[src/rtl/float_mon_pkg.sv]
// Shared types and IEEE 754 single-precision field constants for the settle monitor.
package float_mon_pkg;

  localparam int EXP_W   = 8;
  localparam int MAN_W   = 23;
  localparam int EXP_MAX = 255;

  typedef enum logic [1:0] {
    ST_IDLE   = 2'd0,
    ST_SETTLE = 2'd1,
    ST_HOLD   = 2'd2
  } state_t;

  typedef enum logic [2:0] {
    CLS_ZERO   = 3'd0,
    CLS_DENORM = 3'd1,
    CLS_NORMAL = 3'd2,
    CLS_INF    = 3'd3,
    CLS_NAN    = 3'd4
  } fclass_t;

endpackage

[src/rtl/ieee754_classify.sv]
// Combinational IEEE 754 single-precision classifier; the sign bit plays no part.
module ieee754_classify
  import float_mon_pkg::*;
(
  input  logic [31:0] word_i,
  output fclass_t     class_o
);

  logic [EXP_W-1:0] exp_f;
  logic [MAN_W-1:0] man_f;
  logic             unused_sign;

  assign exp_f       = word_i[30:23];
  assign man_f       = word_i[22:0];
  assign unused_sign = word_i[31];

  always_comb begin
    class_o = CLS_NORMAL;
    if (exp_f == '0) begin
      class_o = (man_f == '0) ? CLS_ZERO : CLS_DENORM;
    end else if (exp_f == EXP_W'(EXP_MAX)) begin
      class_o = (man_f == '0) ? CLS_INF : CLS_NAN;
    end
  end

endmodule

[src/rtl/float_settle_monitor.sv]
// Waits for a float input to repeat STABLE_CNT times (or for TIMEOUT cycles),
// then holds the captured sample, its class and the cycle count until consumed.
module float_settle_monitor
  import float_mon_pkg::*;
#(
  parameter int STABLE_CNT = 20,
  parameter int TIMEOUT    = 1000,
  parameter int CNT_W      = 10
) (
  input  logic             clk_100k,
  input  logic             reset_n,
  input  logic             start,
  input  logic [31:0]      sample_in,
  input  logic             res_ready,
  output logic             busy,
  output logic             res_valid,
  output logic [31:0]      res_value,
  output logic             res_stable,
  output logic [2:0]       res_class,
  output logic [CNT_W-1:0] res_cycles,
  output state_t           dbg_state_o
);

  localparam logic [CNT_W-1:0] STABLE_C  = CNT_W'(STABLE_CNT);
  localparam logic [CNT_W-1:0] TIMEOUT_C = CNT_W'(TIMEOUT);

  // Handshake: res_valid is high for the whole HOLD state; the result is
  // consumed on the first rising edge where res_valid and res_ready are both 1.

  state_t           state_q, state_d;
  logic [31:0]      prev_q, prev_d;
  logic [CNT_W-1:0] run_q, run_d;
  logic [CNT_W-1:0] elapsed_q, elapsed_d;
  logic [31:0]      res_value_q, res_value_d;
  logic             res_stable_q, res_stable_d;
  fclass_t          res_class_q, res_class_d;
  logic [CNT_W-1:0] res_cycles_q, res_cycles_d;

  fclass_t          sample_class;
  logic             match;
  logic [CNT_W-1:0] run_inc;
  logic [CNT_W-1:0] elapsed_inc;

  ieee754_classify u_classify (
    .word_i  (sample_in),
    .class_o (sample_class)
  );

  assign match       = (sample_in == prev_q);
  assign run_inc     = run_q + CNT_W'(1);
  assign elapsed_inc = elapsed_q + CNT_W'(1);

  always_comb begin
    state_d      = state_q;
    prev_d       = prev_q;
    run_d        = run_q;
    elapsed_d    = elapsed_q;
    res_value_d  = res_value_q;
    res_stable_d = res_stable_q;
    res_class_d  = res_class_q;
    res_cycles_d = res_cycles_q;
    case (state_q)
      ST_IDLE: begin
        if (start) begin
          prev_d    = sample_in;
          run_d     = '0;
          elapsed_d = '0;
          state_d   = ST_SETTLE;
        end
      end
      ST_SETTLE: begin
        elapsed_d = elapsed_inc;
        prev_d    = sample_in;
        run_d     = match ? run_inc : '0;
        // Settling is tested first so a simultaneous timeout reports as stable.
        if (match && (run_inc == STABLE_C)) begin
          res_value_d  = sample_in;
          res_class_d  = sample_class;
          res_stable_d = 1'b1;
          res_cycles_d = elapsed_inc;
          state_d      = ST_HOLD;
        end else if (elapsed_inc == TIMEOUT_C) begin
          res_value_d  = sample_in;
          res_class_d  = sample_class;
          res_stable_d = 1'b0;
          res_cycles_d = TIMEOUT_C;
          state_d      = ST_HOLD;
        end
      end
      ST_HOLD: begin
        if (res_ready) begin
          state_d = ST_IDLE;
        end
      end
      default: state_d = ST_IDLE;
    endcase
  end

  always_ff @(posedge clk_100k or negedge reset_n) begin
    if (!reset_n) begin
      state_q      <= ST_IDLE;
      prev_q       <= '0;
      run_q        <= '0;
      elapsed_q    <= '0;
      res_value_q  <= '0;
      res_stable_q <= 1'b0;
      res_class_q  <= CLS_ZERO;
      res_cycles_q <= '0;
    end else begin
      state_q      <= state_d;
      prev_q       <= prev_d;
      run_q        <= run_d;
      elapsed_q    <= elapsed_d;
      res_value_q  <= res_value_d;
      res_stable_q <= res_stable_d;
      res_class_q  <= res_class_d;
      res_cycles_q <= res_cycles_d;
    end
  end

  assign busy        = (state_q != ST_IDLE);
  assign res_valid   = (state_q == ST_HOLD);
  assign res_value   = res_value_q;
  assign res_stable  = res_stable_q;
  assign res_class   = res_class_q;
  assign res_cycles  = res_cycles_q;
  assign dbg_state_o = state_q;

endmodule

[config.mk]
export PLATFORM = sky130hd
export DESIGN_NAME = float_settle_monitor
export DESIGN_NICKNAME = d
export VERILOG_FILES = /design/src/rtl/float_mon_pkg.sv /design/src/rtl/ieee754_classify.sv /design/src/rtl/float_settle_monitor.sv
export SDC_FILE = /design/constraint.sdc
export NUM_CORES = 1
export LEC_CHECK = 0
export ABC_AREA = 0
export CORE_ASPECT_RATIO = 0.5
export CORE_MARGIN = 8
export CORE_UTILIZATION = 53
export DETAILED_ROUTE_END_ITERATION = 16
export GPL_TIMING_DRIVEN = 0
export PLACE_DENSITY = 0.83
export SLEW_MARGIN = 20
export SYNTH_ARGS = -nofsm -noshare
export SYNTH_HDL_FRONTEND = slang
export SYNTH_SLANG_ARGS = --single-unit
[constraint.sdc]
create_clock -name clk_100k -period 3.1 [get_ports clk_100k]
set_input_delay 0.31 -clock clk_100k [delete_from_list [all_inputs] [get_ports clk_100k]]
set_output_delay 0.31 -clock clk_100k [all_outputs]
set_load 0.01 [all_outputs]
==> impl_metrics.yaml <==
placed_design:
  pre_cts_slack_ns: -0.04446
  gp_congestion: 0.8710
  dp.cells: 695
  portBuffers: 85
  dpl.hpwl_mm: 8.595
  dpl-instance-area_um2: 6082
layout:
  drive_gt1_share_pct: 13.03
  diodes: 0
  n_fill_cell: 659
  fin_cells: 712
  nets: 625
  register_area_um2: 2502
  area_delta_synth_final_pct: 27.45
  multiInputGateArea_um2: 2362
  fin_area_um2: 6437
cts:
  cts_resized: 0
  cts_tree: "yes"
  cts_buffers: 9
  clkSinkCount: 100
  cts.path.max_buffers: 2
  root_buffer: "clkbuf_16"
  h-tree-depth: 3
  clock_latency_ns: 0.35
  clk_pin_slew_worst_paths_ns: 0.07
worst_setup_path:
  critPathRequiredTime_ns: 3.33
  cpPeakStageDelay_ns: 0.45
  rr_endpoint: "res_value[10]$_DFFE_PN0P_"
  r2r_slack_ns: 0.21
  r2r_start: "elapsed_q[0]$_DFFE_PN0P_"
  r2r_cells: 10
  crit_fanout: 10
  crit_family: "simple AND/OR/NAND/NOR gates"
  criticalPathCategory: "reg -> reg"
  endpoint_kind: "flop"
  critPathArrivalTime_ns: 3.12
  slowest_stage: "dfrtp_1"
  start_kind: "flop"
  crit_chain: "ha_1 > buf_2 > nand4b_1 > nor4_1 > nor4_4 > nor4_4 > a31o_1 > buf_6 > buf_12 > mux2_4"
  crit_top_cell: "nor4_4"
  path_buf_inv: 3
drt:
  vias: 3967
  dr.pass1.iters: 5
  detail_route.wl_per_cell_um: 17.55
  detail_route.drc_violations: 0
  avgViaCountPerCell: 5.572
  drt_wl_total_mm: 12.50
  drtIter0Drc: 360
  drtAntennaViolNets: 0
synthesis:
  avgSynthCellArea_um2: 10.35
  yosysSeqAreaShare_pct: 49.54
  async_flop_share_pct: 100.0
  synth-edff-count: 0
  synth-main-ff-cell: "dfrtp_1"
  synth_seq_cells: 100
  synth.distinct_cells: 51
  syn-num-nets: 527
  syn_inst: 488
  syn_area_um2: 5051
  yosys_warnings: 0
timing:
  max_slew_margin_pct: 64.63
  finalCritPeriodShare_pct: 93.13
  finClkSkew_ns: 0.01194
  tightest_slew_ns: 0.5258
  fin_hold_ws_ns: 0.4405
  hold_viol_final: 0
  finalMaxSlewViolations: 0
  rsz0062_at_grt: "false"
  worst_slack_ns: 0.2131
  final.min_clock_period_ns: 2.887
  fmax_mhz: 346.4
  setup_viol: 0
run:
  drv_cap: 0
pwr:
  power.density_nw_per_um2: 431.5
  ir_drop_mv: 0.3070
  power_mw: 2.778
  p_leak_nw: 2.925
outcome:
  status: "completed"
die:
  io_pins: 86
  initial_utilization_pct: 54.01
  fp.dieH_um: 85.03
  die_x_um: 154.1
  core_um2: 9353
  fp.dieArea_um2: 13100
  rows: 25
global_route:
  grtUsageTotal_pct: 19.46
  antenna_found_initial: 0
  grt_max_degree: 59
  grt_pass1_vias: 4083
  overflow: 0
  grt_first_pass_wirelength_mm: 20.64
hold_path:
  hold_class: "in -> async"
area by class of cell:
class                   instances  area share (%)
plain buffers                  25           2.488
clock buffers                  12           4.140
clock inverters                 4           1.224
inverters                       7          0.4082
multi-input cells             356           36.70
flip-flops and latches        100           38.87
well taps                     121           2.352
repair buffers                 87           13.82
synth_stat cells (all sizes together), types with 3 or more instances:
cell      n  share of area [%]
mux2i    12                2.4
nor3     11                1.3
nor4     22                3.4
nand2   138                 10
inv       7               0.52
xor2     35                6.1
o21ai    23                2.3
nor2b     3               0.37
xnor2     7                1.4
nand3     8                1.1
or2       3               0.37
dfrtp   100                 50
a21o      4               0.59
buf      12                2.2
ha        3               0.74
o41ai     3               0.52
clkbuf   13               0.99
mux2     35                 10
nand4     7               0.87
nor2     17                1.3
sequential cells by signal, indices dropped and copies added, names as in the netlist:
name / flops
elapsed_q: 10
dbg_state_o: 2
prev_q: 32
run_q: 10
res_cycles: 10
res_value: 32
res_stable: 1
res_class: 3
report_power, final:
group | total [mW] | internal, mW | switching, mW | leakage, nW
logic | 0.164 | 0.0718 | 0.0922 | 1.51
clock network | 1.27 | 0.779 | 0.493 | 0.167
registers | 1.34 | 1.33 | 0.0161 | 1.25
stage by stage:
| step | util, % | TNS (ns) |
|---|---|---|
| after floorplan | - | 0 |
| after global placement | 64.72 | -201.06 |
| after detailed placement | 65.03 | -0.9169 |
| final | 68.83 | 0 |
| after global routing | 68.83 | 0 |
| after CTS | 68.83 | 0 |
how the worst max path moves through the flow:
stage               cells past startpoint                     start  slack [ns]                        end
detailed placement                      9             sample_in[19]       -0.04  res_value[16]$_DFFE_PN0P_
floorplan                              10  elapsed_q[0]$_DFFE_PN0P_        0.59  res_value[10]$_DFFE_PN0P_
global route                           10  elapsed_q[0]$_DFFE_PN0P_        0.04  res_value[24]$_DFFE_PN0P_
finish                                 10  elapsed_q[0]$_DFFE_PN0P_        0.21  res_value[10]$_DFFE_PN0P_
global placement                        1                   reset_n       -2.02  res_cycles[6]$_DFFE_PN0P_
CTS                                    10  elapsed_q[0]$_DFFE_PN0P_        0.21  res_value[14]$_DFFE_PN0P_
cells by family (layout without fill, tap and decap cells):
logic type,count (synthesis),in the layout,synth area share [%]
AOI/OAI and AO/OA,43,43,5.525
DFF,100,100,49.54
xor gates and xnor gates,42,42,7.431
adders and majority gates,3,3,0.7432
muxes,47,47,12.34
buffers and inverters,32,135,3.691
and+or+nand+nor,221,221,20.73
metal layers:
metal  part of all wire (%)  GRT usage, %  vias to the layer above
met5                      0             0                        -
met3                    5.5         4.562                       33
li1                       -             -                     1855
met2                     51         33.85                      132
met4                    2.0         7.149                        0
met1                     41         23.29                     1947
placed cells by master (no fill, tap or decap), types with 2 or more instances in the layout:
cell / n
mux2i_1: 12
or3_1: 2
clkbuf_16: 9
bufinv_16: 2
ha_1: 3
a21oi_1: 2
a21o_1: 4
nand3_1: 6
o21ai_0: 23
a211o_1: 2
buf_12: 3
nor2_1: 17
o41ai_1: 3
nand2b_1: 2
inv_1: 7
clkbuf_1: 12
nand4_1: 7
and3_1: 2
mux2_4: 29
nor2b_1: 3
clkbuf_8: 3
nor3_1: 10
dfrtp_1: 100
or2_2: 3
buf_6: 2
buf_2: 7
nor4_4: 2
nand2_1: 138
clkdlybuf4s50_1: 84
xor2_1: 35
nor4_1: 19
xnor2_1: 6
mux2_2: 6
what timing repair did:
item,in CTS,in global routing
hold buffers,1,0
endpoints found under the hold margin,42,0
buffers inserted,0,0
Power figures use the tool's default switching activity.
